`src/rtl/e203_exu_alu_divseq.sv`:
```
// Sequential radix-2 restoring divider (DIV/DIVU/REM/REMU) that borrows the shared ALU adder and sbf buffers.
// Optional early-out for |dividend| < |divisor| is enabled by defining E203_DIV_EARLY_OUT_EN.
module e203_exu_alu_divseq #(
  parameter int XLEN    = 32,
  parameter int ADDER_W = 35,
  parameter int CNT_W   = 6
) (
  input  logic               clk,
  input  logic               rst_n,
  input  logic               i_valid,
  output logic               i_ready,
  input  logic [1:0]         i_op,
  input  logic [XLEN-1:0]    i_rs1,
  input  logic [XLEN-1:0]    i_rs2,
  input  logic               i_itag,
  input  logic               flush_req,
  output logic               o_valid,
  input  logic               o_ready,
  output logic [XLEN-1:0]    o_wbck_data,
  output logic               o_itag,
  output logic               muldiv_req_alu,
  output logic [ADDER_W-1:0] muldiv_req_alu_op1,
  output logic [ADDER_W-1:0] muldiv_req_alu_op2,
  output logic               muldiv_req_alu_add,
  output logic               muldiv_req_alu_sub,
  input  logic [ADDER_W-1:0] muldiv_req_alu_res,
  output logic               muldiv_sbf_0_ena,
  output logic [XLEN:0]      muldiv_sbf_0_nxt,
  input  logic [XLEN:0]      muldiv_sbf_0_r,
  output logic               muldiv_sbf_1_ena,
  output logic [XLEN:0]      muldiv_sbf_1_nxt,
  input  logic [XLEN:0]      muldiv_sbf_1_r
);

  typedef enum logic [1:0] {IDLE, EXEC, FIX, RSP} state_e;

  localparam logic [XLEN-1:0]  INT_MIN  = {1'b1, {(XLEN-1){1'b0}}};
  localparam logic [CNT_W-1:0] CNT_LAST = CNT_W'(XLEN-1);

  state_e            state_q, state_d;
  logic [CNT_W-1:0]  cnt_q;
  logic [1:0]        op_q;
  logic              tag_q;
  logic              sign_q_q;
  logic              sign_r_q;
  logic [XLEN:0]     abs_div_q;
  logic [XLEN-1:0]   wbck_q;

  // Request decode: op[0] selects unsigned, op[1] selects remainder.
  logic              in_signed;
  logic [XLEN:0]     rs1_ext, rs2_ext, abs_rs1, abs_rs2;
  logic              div_zero, div_ovf, special, early, accept;
  logic [XLEN-1:0]   special_res, early_res;

  assign in_signed = ~i_op[0];
  assign rs1_ext   = {in_signed & i_rs1[XLEN-1], i_rs1};
  assign rs2_ext   = {in_signed & i_rs2[XLEN-1], i_rs2};
  assign abs_rs1   = rs1_ext[XLEN] ? -rs1_ext : rs1_ext;
  assign abs_rs2   = rs2_ext[XLEN] ? -rs2_ext : rs2_ext;

  assign div_zero    = (i_rs2 == '0);
  assign div_ovf     = in_signed & (i_rs1 == INT_MIN) & (&i_rs2);
  assign special     = div_zero | div_ovf;
  assign special_res = div_zero ? (i_op[1] ? i_rs1 : '1)
                                : (i_op[1] ? '0    : INT_MIN);
  assign early_res   = i_op[1] ? i_rs1 : '0;

`ifdef E203_DIV_EARLY_OUT_EN
  assign early = ~special & (abs_rs1 < abs_rs2);
`else
  assign early = 1'b0;
`endif

  // Flush wins over a same-cycle accept, so nothing is latched on a flushed request.
  assign accept = i_valid & (state_q == IDLE) & ~flush_req;

  // One restoring step: shift the next dividend bit into the partial remainder and trial-subtract.
  logic [XLEN:0]   shifted, rem_nxt;
  logic            qbit;
  logic [XLEN-1:0] fix_raw, fix_res;
  logic            fix_neg;

  assign shifted = {muldiv_sbf_0_r[XLEN-1:0], muldiv_sbf_1_r[XLEN-1]};
  assign qbit    = ~muldiv_req_alu_res[ADDER_W-1];
  assign rem_nxt = qbit ? muldiv_req_alu_res[XLEN:0] : shifted;

  assign fix_raw = op_q[1] ? muldiv_sbf_0_r[XLEN-1:0] : muldiv_sbf_1_r[XLEN-1:0];
  assign fix_neg = op_q[1] ? sign_r_q : sign_q_q;
  assign fix_res = fix_neg ? -fix_raw : fix_raw;

  logic unused_bits;
  assign unused_bits = ^{muldiv_req_alu_res[ADDER_W-2:XLEN+1],
                         muldiv_sbf_0_r[XLEN], muldiv_sbf_1_r[XLEN]};

  // NOTE: sequential state uses non-blocking assignments so every register samples pre-edge values.
  always_ff @(posedge clk or negedge rst_n) begin
    if (!rst_n) state_q <= IDLE;
    else        state_q <= state_d;
  end

  always_comb begin
    state_d = state_q;
    unique case (state_q)
      IDLE:    if (accept) state_d = (special || early) ? RSP : EXEC;
      EXEC:    if (cnt_q == CNT_LAST) state_d = FIX;
      FIX:     state_d = RSP;
      RSP:     if (o_ready) state_d = IDLE;
      default: state_d = IDLE;
    endcase
    if (flush_req) state_d = IDLE;
  end

  // NOTE: every output gets a default before the case, so no latch can be inferred.
  always_comb begin
    i_ready            = 1'b0;
    o_valid            = 1'b0;
    muldiv_req_alu     = 1'b0;
    muldiv_req_alu_sub = 1'b0;
    muldiv_req_alu_op1 = '0;
    muldiv_req_alu_op2 = '0;
    muldiv_sbf_0_ena   = 1'b0;
    muldiv_sbf_0_nxt   = '0;
    muldiv_sbf_1_ena   = 1'b0;
    muldiv_sbf_1_nxt   = '0;
    unique case (state_q)
      IDLE: begin
        i_ready          = 1'b1;
        muldiv_sbf_0_ena = accept;
        muldiv_sbf_1_ena = accept;
        muldiv_sbf_1_nxt = abs_rs1;
      end
      EXEC: begin
        muldiv_req_alu     = 1'b1;
        muldiv_req_alu_sub = 1'b1;
        muldiv_req_alu_op1 = {{(ADDER_W-XLEN-1){shifted[XLEN]}}, shifted};
        muldiv_req_alu_op2 = {{(ADDER_W-XLEN-1){1'b0}}, abs_div_q};
        muldiv_sbf_0_ena   = 1'b1;
        muldiv_sbf_0_nxt   = rem_nxt;
        muldiv_sbf_1_ena   = 1'b1;
        muldiv_sbf_1_nxt   = {muldiv_sbf_1_r[XLEN-1:0], qbit};
      end
      RSP:     o_valid = 1'b1;
      default: ;
    endcase
  end

  assign muldiv_req_alu_add = 1'b0;

  // NOTE: only a handful of control/data flops here, all reset; the bulk operand storage lives in sbf.
  always_ff @(posedge clk or negedge rst_n) begin
    if (!rst_n) begin
      cnt_q     <= '0;
      op_q      <= '0;
      tag_q     <= 1'b0;
      sign_q_q  <= 1'b0;
      sign_r_q  <= 1'b0;
      abs_div_q <= '0;
      wbck_q    <= '0;
    end else if (accept) begin
      cnt_q     <= '0;
      op_q      <= i_op;
      tag_q     <= i_itag;
      sign_q_q  <= in_signed & (i_rs1[XLEN-1] ^ i_rs2[XLEN-1]);
      sign_r_q  <= in_signed & i_rs1[XLEN-1];
      abs_div_q <= abs_rs2;
      if (special)    wbck_q <= special_res;
      else if (early) wbck_q <= early_res;
    end else if (state_q == EXEC) begin
      cnt_q <= cnt_q + CNT_W'(1);
    end else if (state_q == FIX) begin
      wbck_q <= fix_res;
    end
  end

  assign o_wbck_data = wbck_q;
  assign o_itag      = tag_q;

endmodule

```
`config.mk`:
```
export PLATFORM = sky130hd
export DESIGN_NAME = e203_exu_alu_divseq
export DESIGN_NICKNAME = d
export VERILOG_FILES = /design/src/rtl/e203_exu_alu_divseq.sv
export SDC_FILE = /design/constraint.sdc
export NUM_CORES = 1
export LEC_CHECK = 0
export BUFFER_PORTS_ARGS = -buffer_cell sky130_fd_sc_hd__buf_2
export CAP_MARGIN = 10
export CORE_MARGIN = 1
export CORE_UTILIZATION = 44
export DETAILED_ROUTE_END_ITERATION = 8
export PLACE_DENSITY = 0.78
export SYNTH_ARGS = -nofsm -noshare
export SYNTH_HDL_FRONTEND = slang
export SYNTH_SLANG_ARGS = --single-unit
```
`constraint.sdc`:
```
create_clock -name clk -period 3.85 [get_ports clk]
set_clock_uncertainty 0.2 [all_clocks]
set_input_delay 0 -clock clk [delete_from_list [all_inputs] [get_ports clk]]
set_output_delay 0 -clock clk [all_outputs]
set_load 0.1 [all_outputs]
```
==> results of run 1 <==
[worst max-delay path: stages]
cell and delay (ps):
dlygate4sd3_1 530, buf_2 160, or4_1 630, or4_1 690, nor4_1 690, a21oi_1 190
xnor2_1 160, dlygate4sd3_1 560, o21ai_1 50
[cell usage in the layout (no fill, tap or decap), types with 8 or more instances in the layout]
| master | n |
|---|---|
| dlygate4sd3_1 | 75 |
| o21ai_1 | 20 |
| mux2i_1 | 71 |
| or4_1 | 12 |
| mux2_1 | 9 |
| ha_1 | 9 |
| nand4_1 | 17 |
| nor2b_1 | 19 |
| mux2_2 | 14 |
| nor2_1 | 81 |
| o21ai_0 | 72 |
| nor4b_1 | 8 |
| clkbuf_16 | 9 |
| a221o_1 | 9 |
| buf_4 | 20 |
| a21oi_1 | 26 |
| and2_1 | 68 |
| xor2_1 | 43 |
| o31ai_1 | 12 |
| nand2b_1 | 12 |
| xnor2_1 | 41 |
| nor4_1 | 16 |
| nor3_1 | 29 |
| a31oi_1 | 8 |
| o22ai_1 | 16 |
| buf_2 | 341 |
| inv_1 | 18 |
| nand3_1 | 12 |
| nand2_1 | 101 |
| dfrtp_1 | 76 |
| or3_1 | 13 |
[state kept, by name, summed over array words and instances, names as in the netlist]
| register | flops |
|---|---|
| abs_div_q | 33 |
| cnt_q | 6 |
| o_itag | 1 |
| o_wbck_data | 32 |
| op_q | 1 |
| sign_q_q | 1 |
| sign_r_q | 1 |
| state_q | 2 |
[through the flow]
stage | setup TNS, ps | setup slack [ps] | hold slack (ps) | instance area [um^2]
3_3_place_gp | 0 | 589 | -211 | 9700
4_1_cts | 0 | 343 | 2.36 | 10700
2_1_floorplan | -6100 | -428 | -496 | 7890
5_1_grt | 0 | 4.96 | 34.3 | 10700
6_report | 0 | 213 | 3.08 | 10700
3_5_place_dp | 0 | 511 | -207 | 9700
[area by class of cell]
class | instances | area, um^2 | area share (%)
inverters | 19 | 71.3 | 0.664
diodes | 2 | 5.00 | 0.0466
flip-flops and latches | 77 | 1930 | 17.9
repair buffers | 438 | 2650 | 24.6
clock buffers | 11 | 233 | 2.17
well taps | 225 | 282 | 2.62
clock inverters | 5 | 35.0 | 0.326
multi-input cells | 835 | 5540 | 51.6
[kinds of logic after synthesis]
kind of cell | share of synthesized area, %
compound gates | 17.6
xor+xnor | 9.34
flops | 24.5
other cells | 0.0476
fa+ha+maj | 1.59
mux | 12.3
buf+inv | 5.45
simple gates | 29.2
[what timing repair did]
action / CTS / global route
buffers inserted: 0 / 0
hold endpoints to repair: 90 / 0
hold buffers: 76 / 0
gates resized for setup: 0 / 0
[layer usage]
layer / vias to the layer above / global-route usage [%] / routed length [um]
li1: 4342 / - / -
met1: 4445 / 43.3 / 12700
met2: 559 / 55.3 / 15200
met3: 93 / 6.66 / 2730
met4: 2 / 13.2 / 1160
met5: - / 0 / 13
[how the worst max path moves through the flow]
| stage | from | to | slack (ps) |
|---|---|---|---|
| final | i_rs2[3] | abs_div_q[25] | 210 |
| after global placement | i_rs1[0] | o_wbck_data[7] | 590 |
| after global routing | i_rs2[3] | abs_div_q[25] | 5 |
| after floorplan | state_q[0] | muldiv_sbf_1_nxt[13] | -430 |
| after CTS | i_rs2[3] | abs_div_q[25] | 340 |
| after detailed placement | i_rs1[0] | o_wbck_data[7] | 510 |
==> results.cfg, run 1 <==
[clocking]
clk_latency_ps = 350
clk_path_buf_depth = 2
cts-buffers-inserted = 9
root_buffer = clkbuf_16
htree_levels = 3
cts_sinks = 77
tritoncts = built
clkTransAtPathRegs_ps = 70

[placed_design]
dp_cells = 1518
io_buffers = 342
dpl.hpwl_um = 23300
gp_congestion = 0.969

[yosys]
seq_area_frac_synth_pct = 24.5
syn-cell-area_mm2 = 0.00788
synthFlopType = dfrtp_1
synth_enable_flop_cells = 0
syn_inst = 1004
synth_area_leaders = dfrtp_1 (24%), mux2i_1 (9.0%), and2_1 (5.4%)
yosysWarnings = 0
synth_top_area_cell = dfrtp_1
synth_top_cells_by_count = nand2_1 (101), o21ai_0 (83), nor2_1 (81)
synth_top_area_share_pct = 24.5
synth_cell_type_count = 76
synth-async-reset-ratio_pct = 100
syn_avg_cell_area_um2 = 7.84
ys_ff_latch = 77
synth_most_common_cell = nand2_1

[die]
initial_utilization_pct = 45.2
top_level_ports = 349
fp.dieH_um = 136
dieArea_mm2 = 0.0184
die_w_um = 136
placementRows = 48
core-area_mm2 = 0.0174

[layout]
final_cells = 1612
area_growth_pct = 36.4
final_util_pct = 61.7
fillers = 1522
drive_above_1_share_pct = 29.9
fin_nets = 1563

[timing]
hold_viol = 0
fmax_ghz = 0.275
slew-limit-headroom_pct = 27.5
rsz0062_at_grt = no
worst_pin_slew_ps = 1090
min_period_ps = 3640
setup_viol = 0
slew_viol_final = 0
fin_crit_sh_pct = 94.5

[critical_path]
startpoint_type = primary input
rr_startpoint = state_q[0]
r2r-end = state_q[1]
endpoint_kind = flop
crit_type = primary input to flop
cp.required_ps = 3870
crit_fanout = 8
r2r_cells = 7
cp_data_arrival_time_ps = 3660
r2r_slack_ps = 470

[global_routing]
grt_usage_pct = 33.7
grt_max_degree = 85
grt_pass1_wl_um = 47400
grt_pass1_vias = 8554
grt_antenna_before_repair = 3
grt_overflow = 0

[min_path]
min_to = o_wbck_data[29]
hold_class = primary input to flop
holdCritStartpoint = i_rs1[29]
hold_depth = 5

[run_status]
outcome = finished, final reports clean

[routing]
wirelength_um = 31800
routedWlPerCell_um = 19.8
dr.pass1.iters = 5
drcViolationCount = 0
first_iter_violations = 1132
vias_per_cell = 5.86
postRouteAntennaNets = 0
vias = 9441

[run]
cap_violations = 0
Power of run 1 is not shown: default switching activity piles up to over one toggle a cycle in this logic, so the estimate is an artifact.
==> inputs of run 2 (changes only) <==
--- a/config.mk
+++ b/config.mk
@@ -8,9 +8,10 @@
 export BUFFER_PORTS_ARGS = -buffer_cell sky130_fd_sc_hd__buf_2
 export CAP_MARGIN = 10
 export CORE_MARGIN = 1
-export CORE_UTILIZATION = 44
+export CORE_UTILIZATION = 45
+export CTS_BUF_LIST = sky130_fd_sc_hd__clkbuf_8
 export DETAILED_ROUTE_END_ITERATION = 8
-export PLACE_DENSITY = 0.78
+export PLACE_DENSITY = 0.8
 export SYNTH_ARGS = -nofsm -noshare
 export SYNTH_HDL_FRONTEND = slang
 export SYNTH_SLANG_ARGS = --single-unit
==> results.cfg, run 2 (synthesis gave the netlist of run 1 again) <==
[timing]
slew-limit-headroom_pct = 25.1
setup_ws_ps = 313
rsz0062_at_grt = no
worst_pin_slew_ps = 1120
fmax_ghz = 0.283
setup_viol = 0
hold_viol = 0
min_period_ps = 3540
slew_viol_final = 0
fin_crit_sh_pct = 91.9

[critical_path]
endpoint_kind = flop
cp_data_arrival_time_ps = 3590
max_stage_delay_ps = 680
startpoint_type = primary input
cp_num_buf_inv = 3
r2r_cells = 9
crit_fanout = 8
cp.required_ps = 3900
slowest_stage = or4_1
worstPathCellList = dlygate4sd3_1, buf_2, or4_1, or4_1, nor4_1, a21oi_1, xnor2_1, dlygate4sd3_1, o21ai_0
r2r-end = o_wbck_data[31]
rr_startpoint = op_q[1]
crit_type = primary input to flop
critPathTopFamily = simple AND/OR/NAND/NOR gates
r2r_slack_ps = 400

[global_routing]
grt_overflow = 0
grt_pass1_wl_um = 47700
grt_pass1_vias = 8862
grt_usage_pct = 34.1
grt_antenna_before_repair = 4
grt_max_degree = 113

[clocking]
htree_levels = 3
clk_path_buf_depth = 2
cts-buffers-inserted = 9
clk_latency_ps = 390
clkTransAtPathRegs_ps = 100
tritoncts = built
root_buffer = clkbuf_8
post-cts-setup-buffers = 0
cts_sinks = 77

[routing]
first_iter_violations = 805
postRouteAntennaNets = 0
dr.pass1.iters = 5
wirelength_um = 31500
drcViolationCount = 0
vias_per_cell = 5.84
routedWlPerCell_um = 19.4
vias = 9490

[die]
die_w_um = 134
core-area_mm2 = 0.0172
initial_utilization_pct = 45.9
fp.dieH_um = 134
placementRows = 48
top_level_ports = 349
dieArea_mm2 = 0.0180

[layout]
mostFrequentLayoutCell = buf_2
layout_common_cells = buf_2 (341), nand2_1 (101), dlygate4sd3_1 (89)
fin_nets = 1575
final_util_pct = 63.1
area_growth_pct = 37.7
largest_register = abs_div_q
drive_above_1_share_pct = 29.6
largest_register_ffs = 33

[placed_design]
io_buffers = 342
place_worst_setup_slack_ps = 477
dpl.hpwl_um = 22800
gp_congestion = 0.974

[min_path]
holdCritStartpoint = muldiv_sbf_1_r[23]
hold_class = primary input to flop
min_to = o_wbck_data[23]
hold_depth = 5

[run]
cap_violations = 0

[run_status]
outcome = finished, final reports clean
==> run 2: worst max path at each step <==
stage	from	cells past startpoint	slack, ps	endpoint
after global placement	op_q[1]	7	550	o_wbck_data[30]
after global routing	op_q[1]	9	160	o_wbck_data[31]
final	i_rs2[3]	9	310	abs_div_q[29]
after floorplan	state_q[0]	6	-430	muldiv_sbf_1_nxt[13]
after CTS	op_q[1]	9	280	o_wbck_data[31]
after detailed placement	op_q[1]	7	480	o_wbck_data[30]
==> run 2: worst reg2reg max path, cell delays in order, from the launching register on <==
cell and delay [ps]:
dfrtp_4 680, buf_4 320, nor4b_1 500, o22a_1 320
buf_4 220, nand3_1 180, mux2i_1 190, nand4_1 90
dlygate4sd3_1 570, mux2i_1 130
==> run 2: stage by stage <==
| stage | std cells | hold slack, ps | TNS [ps] | area, um^2 |
|---|---|---|---|---|
| floorplan | 1006 | -496 | -6100 | 7890 |
| global placement | 1517 | -5.84 | 0 | 9690 |
| detailed placement | 1517 | -0.148 | 0 | 9690 |
| CTS | 1622 | 1.91 | 0 | 10800 |
| global route | 1625 | 41.8 | 0 | 10800 |
| finish | 1625 | 6.56 | 0 | 10800 |
==> run 2: routing by layer <==
layer / up-vias / track usage [%] / share of wire (%)
met5: - / 0 / 0.051
li1: 4377 / - / -
met4: 2 / 19.0 / 5.2
met1: 4441 / 41.7 / 40
met2: 548 / 56.9 / 47
met3: 122 / 5.67 / 7.8
==> run 2: area by class of cell <==
| class | count | area (um^2) |
|---|---|---|
| clock inverter | 6 | 116 |
| inverter | 19 | 71.3 |
| multi-input combinational | 835 | 5540 |
| tap | 225 | 282 |
| fill | 1455 | 6330 |
| clock buffer | 10 | 138 |
| antenna | 3 | 7.51 |
| timing repair buffer | 450 | 2760 |
| sequential | 77 | 1930 |
==> run 2: what timing repair did <==
| item | CTS | global route |
|---|---|---|
| setup endpoints to repair | 0 | 1 |
| hold endpoints to repair | 141 | 0 |
| hold buffers | 89 | 0 |
| gates resized for setup | 0 | 1 |
Power of run 2 is left out for the same reason.
==> inputs of run 3 (changes only) <==
--- a/config.mk
+++ b/config.mk
@@ -12,6 +12,8 @@
 export CTS_BUF_LIST = sky130_fd_sc_hd__clkbuf_8
 export DETAILED_ROUTE_END_ITERATION = 8
 export PLACE_DENSITY = 0.8
+export RECOVER_POWER = 25
+export SKIP_LAST_GASP = 1
 export SYNTH_ARGS = -nofsm -noshare
 export SYNTH_HDL_FRONTEND = slang
 export SYNTH_SLANG_ARGS = --single-unit
==> constraint.sdc (replaced) <==
create_clock -name clk -period 3.85 [get_ports clk]
set_clock_uncertainty 0.2 [all_clocks]
set_input_delay 0 -clock clk [delete_from_list [all_inputs] [get_ports clk]]
set_output_delay 0 -clock clk [all_outputs]
set_load 0.005 [all_outputs]
==> results.cfg, run 3 (synthesis gave the netlist of run 1 again) <==
[global_routing]
grt_antenna_before_repair = 1
grt_usage_pct = 34.2
grt_max_degree = 78
grt_pass1_vias = 8871
grt_overflow = 0
grt_pass1_wl_um = 47700

[placed_design]
io_buffers = 342
dpl.hpwl_um = 23000
gp_congestion = 0.968
dp_cells = 1519

[clocking]
cts_sinks = 77
clk_path_buf_depth = 2
htree_levels = 3
tritoncts = built
cts-buffers-inserted = 9
clk_latency_ps = 380
clkTransAtPathRegs_ps = 80
root_buffer = clkbuf_8

[die]
placementRows = 48
core-area_mm2 = 0.0172
top_level_ports = 349
initial_utilization_pct = 45.9
die_w_um = 134
dieArea_mm2 = 0.0180
fp.dieH_um = 134

[critical_path]
cp_num_buf_inv = 4
cp.required_ps = 3920
crit_fanout = 15
startpoint_type = primary input
max_stage_delay_ps = 600
endpoint_kind = flop
critPathTopFamily = simple AND/OR/NAND/NOR gates
slowest_stage = or4_4
crit_type = primary input to flop
worstPathCellList = dlygate4sd3_1, buf_2, inv_1, ha_1, or4b_4, nor4_4, nand3_2, or4_4, a31oi_4, buf_12, mux2_2
cp_data_arrival_time_ps = 3570

[routing]
routedWlPerCell_um = 19.5
wirelength_um = 31700
vias_per_cell = 5.86
dr.pass1.iters = 6
first_iter_violations = 704
drcViolationCount = 0
postRouteAntennaNets = 0
vias = 9524

[layout]
mostFrequentLayoutCell = buf_2
final_cells = 1624
fin_nets = 1576
drive_above_1_share_pct = 28.1
largest_register_ffs = 33
area_growth_pct = 36.6
largest_register = abs_div_q
regArea_mm2 = 0.00193
multiInputGateArea_mm2 = 0.00555
fillers = 1433
layout_common_cells = buf_2 (318), nand2_1 (101), dlygate4sd3_1 (88)

[power_and_ir_drop]
p_switching_mw = 2.64
ir_worst_vdd_v = 0.000314
p_int_mw = 3.11
power.leakage_nw = 5.09
pwr-share-comb_pct = 63.9
p_seq_share_pct = 24.7
power_density_mw_per_mm2 = 535
p_sw_share_pct = 45.9
clockPowerShare_pct = 11.4

[timing]
fmax_ghz = 0.286
setup_viol = 0
slew_viol_final = 78
worst_pin_slew_ps = 2020
setup_tns_ps = 0
min_period_ps = 3500
slew-limit-headroom_pct = -35.0
hold_viol = 0
fin_crit_sh_pct = 91.0
rsz0062_at_grt = no

[min_path]
hold_class = primary input to flop

[run_status]
outcome = finished, violations left
violations = max-capacitance violations, max-slew violations

[run]
cap_violations = 1
==> run 3: changes by cell type in the layout (fill, tap and decap cells not counted), sizes merged <==
cell / delta
inv: +1
dlygate4sd3: -1
clkbuf: +23
buf: -22
clkinvlp: +2
diode: -2
bufinv: -2
==> run 3: final timing paths <==
check | slack (ps) | startpoint | cells after the start | endpoint
max in group asynchronous | 1600 | rst_n | 2 | op_q[1]
min reg2reg | 280 | abs_div_q[21] | 2 | abs_div_q[21]
min | 10 | muldiv_sbf_1_r[20] | 5 | o_wbck_data[20]
min in group asynchronous | 540 | rst_n | 2 | abs_div_q[12]
max | 350 | i_rs1[0] | 11 | o_wbck_data[4]
max reg2reg | 570 | op_q[1] | 7 | o_wbck_data[30]
==> run 3: area by class of cell <==
| type | count | area share, % |
|---|---|---|
| Tap cell | 225 | 2.62 |
| Timing Repair Buffer | 451 | 25.4 |
| Sequential cell | 77 | 17.9 |
| Clock buffer | 9 | 1.15 |
| Inverter | 19 | 0.663 |
| Clock inverter | 7 | 0.698 |
| Multi-Input combinational cell | 835 | 51.5 |
| Antenna cell | 1 | 0.0233 |
==> run 3: repair_timing <==
action                                  in CTS  in global routing
endpoints found under the hold margin      142                  0
hold buffers                                88                  0
buffers inserted                             0                  0
resized for setup                            0                  1
endpoints found under the setup margin       0                  1
==> run 3: power groups by stage <==
stage	Sequential, mW	Clock (mW)	Combinational, mW
finish	1.42	0.659	3.68
global route	1.46	0.693	4.00
CTS	1.40	0.657	3.64
detailed placement	1.42	0	3.51
global placement	1.41	0	3.45
floorplan	1.35	0	2.17
==> run 3: metal layers <==
layer | global-route usage [%] | part of all wire (%) | vias to the layer above
li1 | - | - | 4380
met5 | 0 | 0 | -
met3 | 6.01 | 8.4 | 123
met2 | 57.9 | 48 | 600
met1 | 41.6 | 39 | 4421
met4 | 17.4 | 5.1 | 0
==> run 3: worst reg2reg max path: cells and delay by family (launching register included) <==
family	cells	cell delay [ps]
compound gates	2	610
buf+inv	1	280
flops	1	630
mux	1	160
simple gates	3	1340
==> run 3: stage by stage <==
| stage | utilization, % | instance area, um^2 | setup WS (ps) | hold slack, ps | power [mW] |
|---|---|---|---|---|---|
| 2_1_floorplan | - | 7890 | 71.3 | -496 | 3.52 |
| 3_3_place_gp | 56.5 | 9710 | 615 | -0.850 | 4.86 |
| 3_5_place_dp | 56.5 | 9710 | 539 | 11.5 | 4.92 |
| 4_1_cts | 62.8 | 10800 | 377 | 0.0879 | 5.70 |
| 5_1_grt | 62.7 | 10800 | 283 | 57.3 | 6.15 |
| 6_report | 62.7 | 10800 | 348 | 10.6 | 5.75 |
Note: power is estimated with default switching activity, not from simulation.
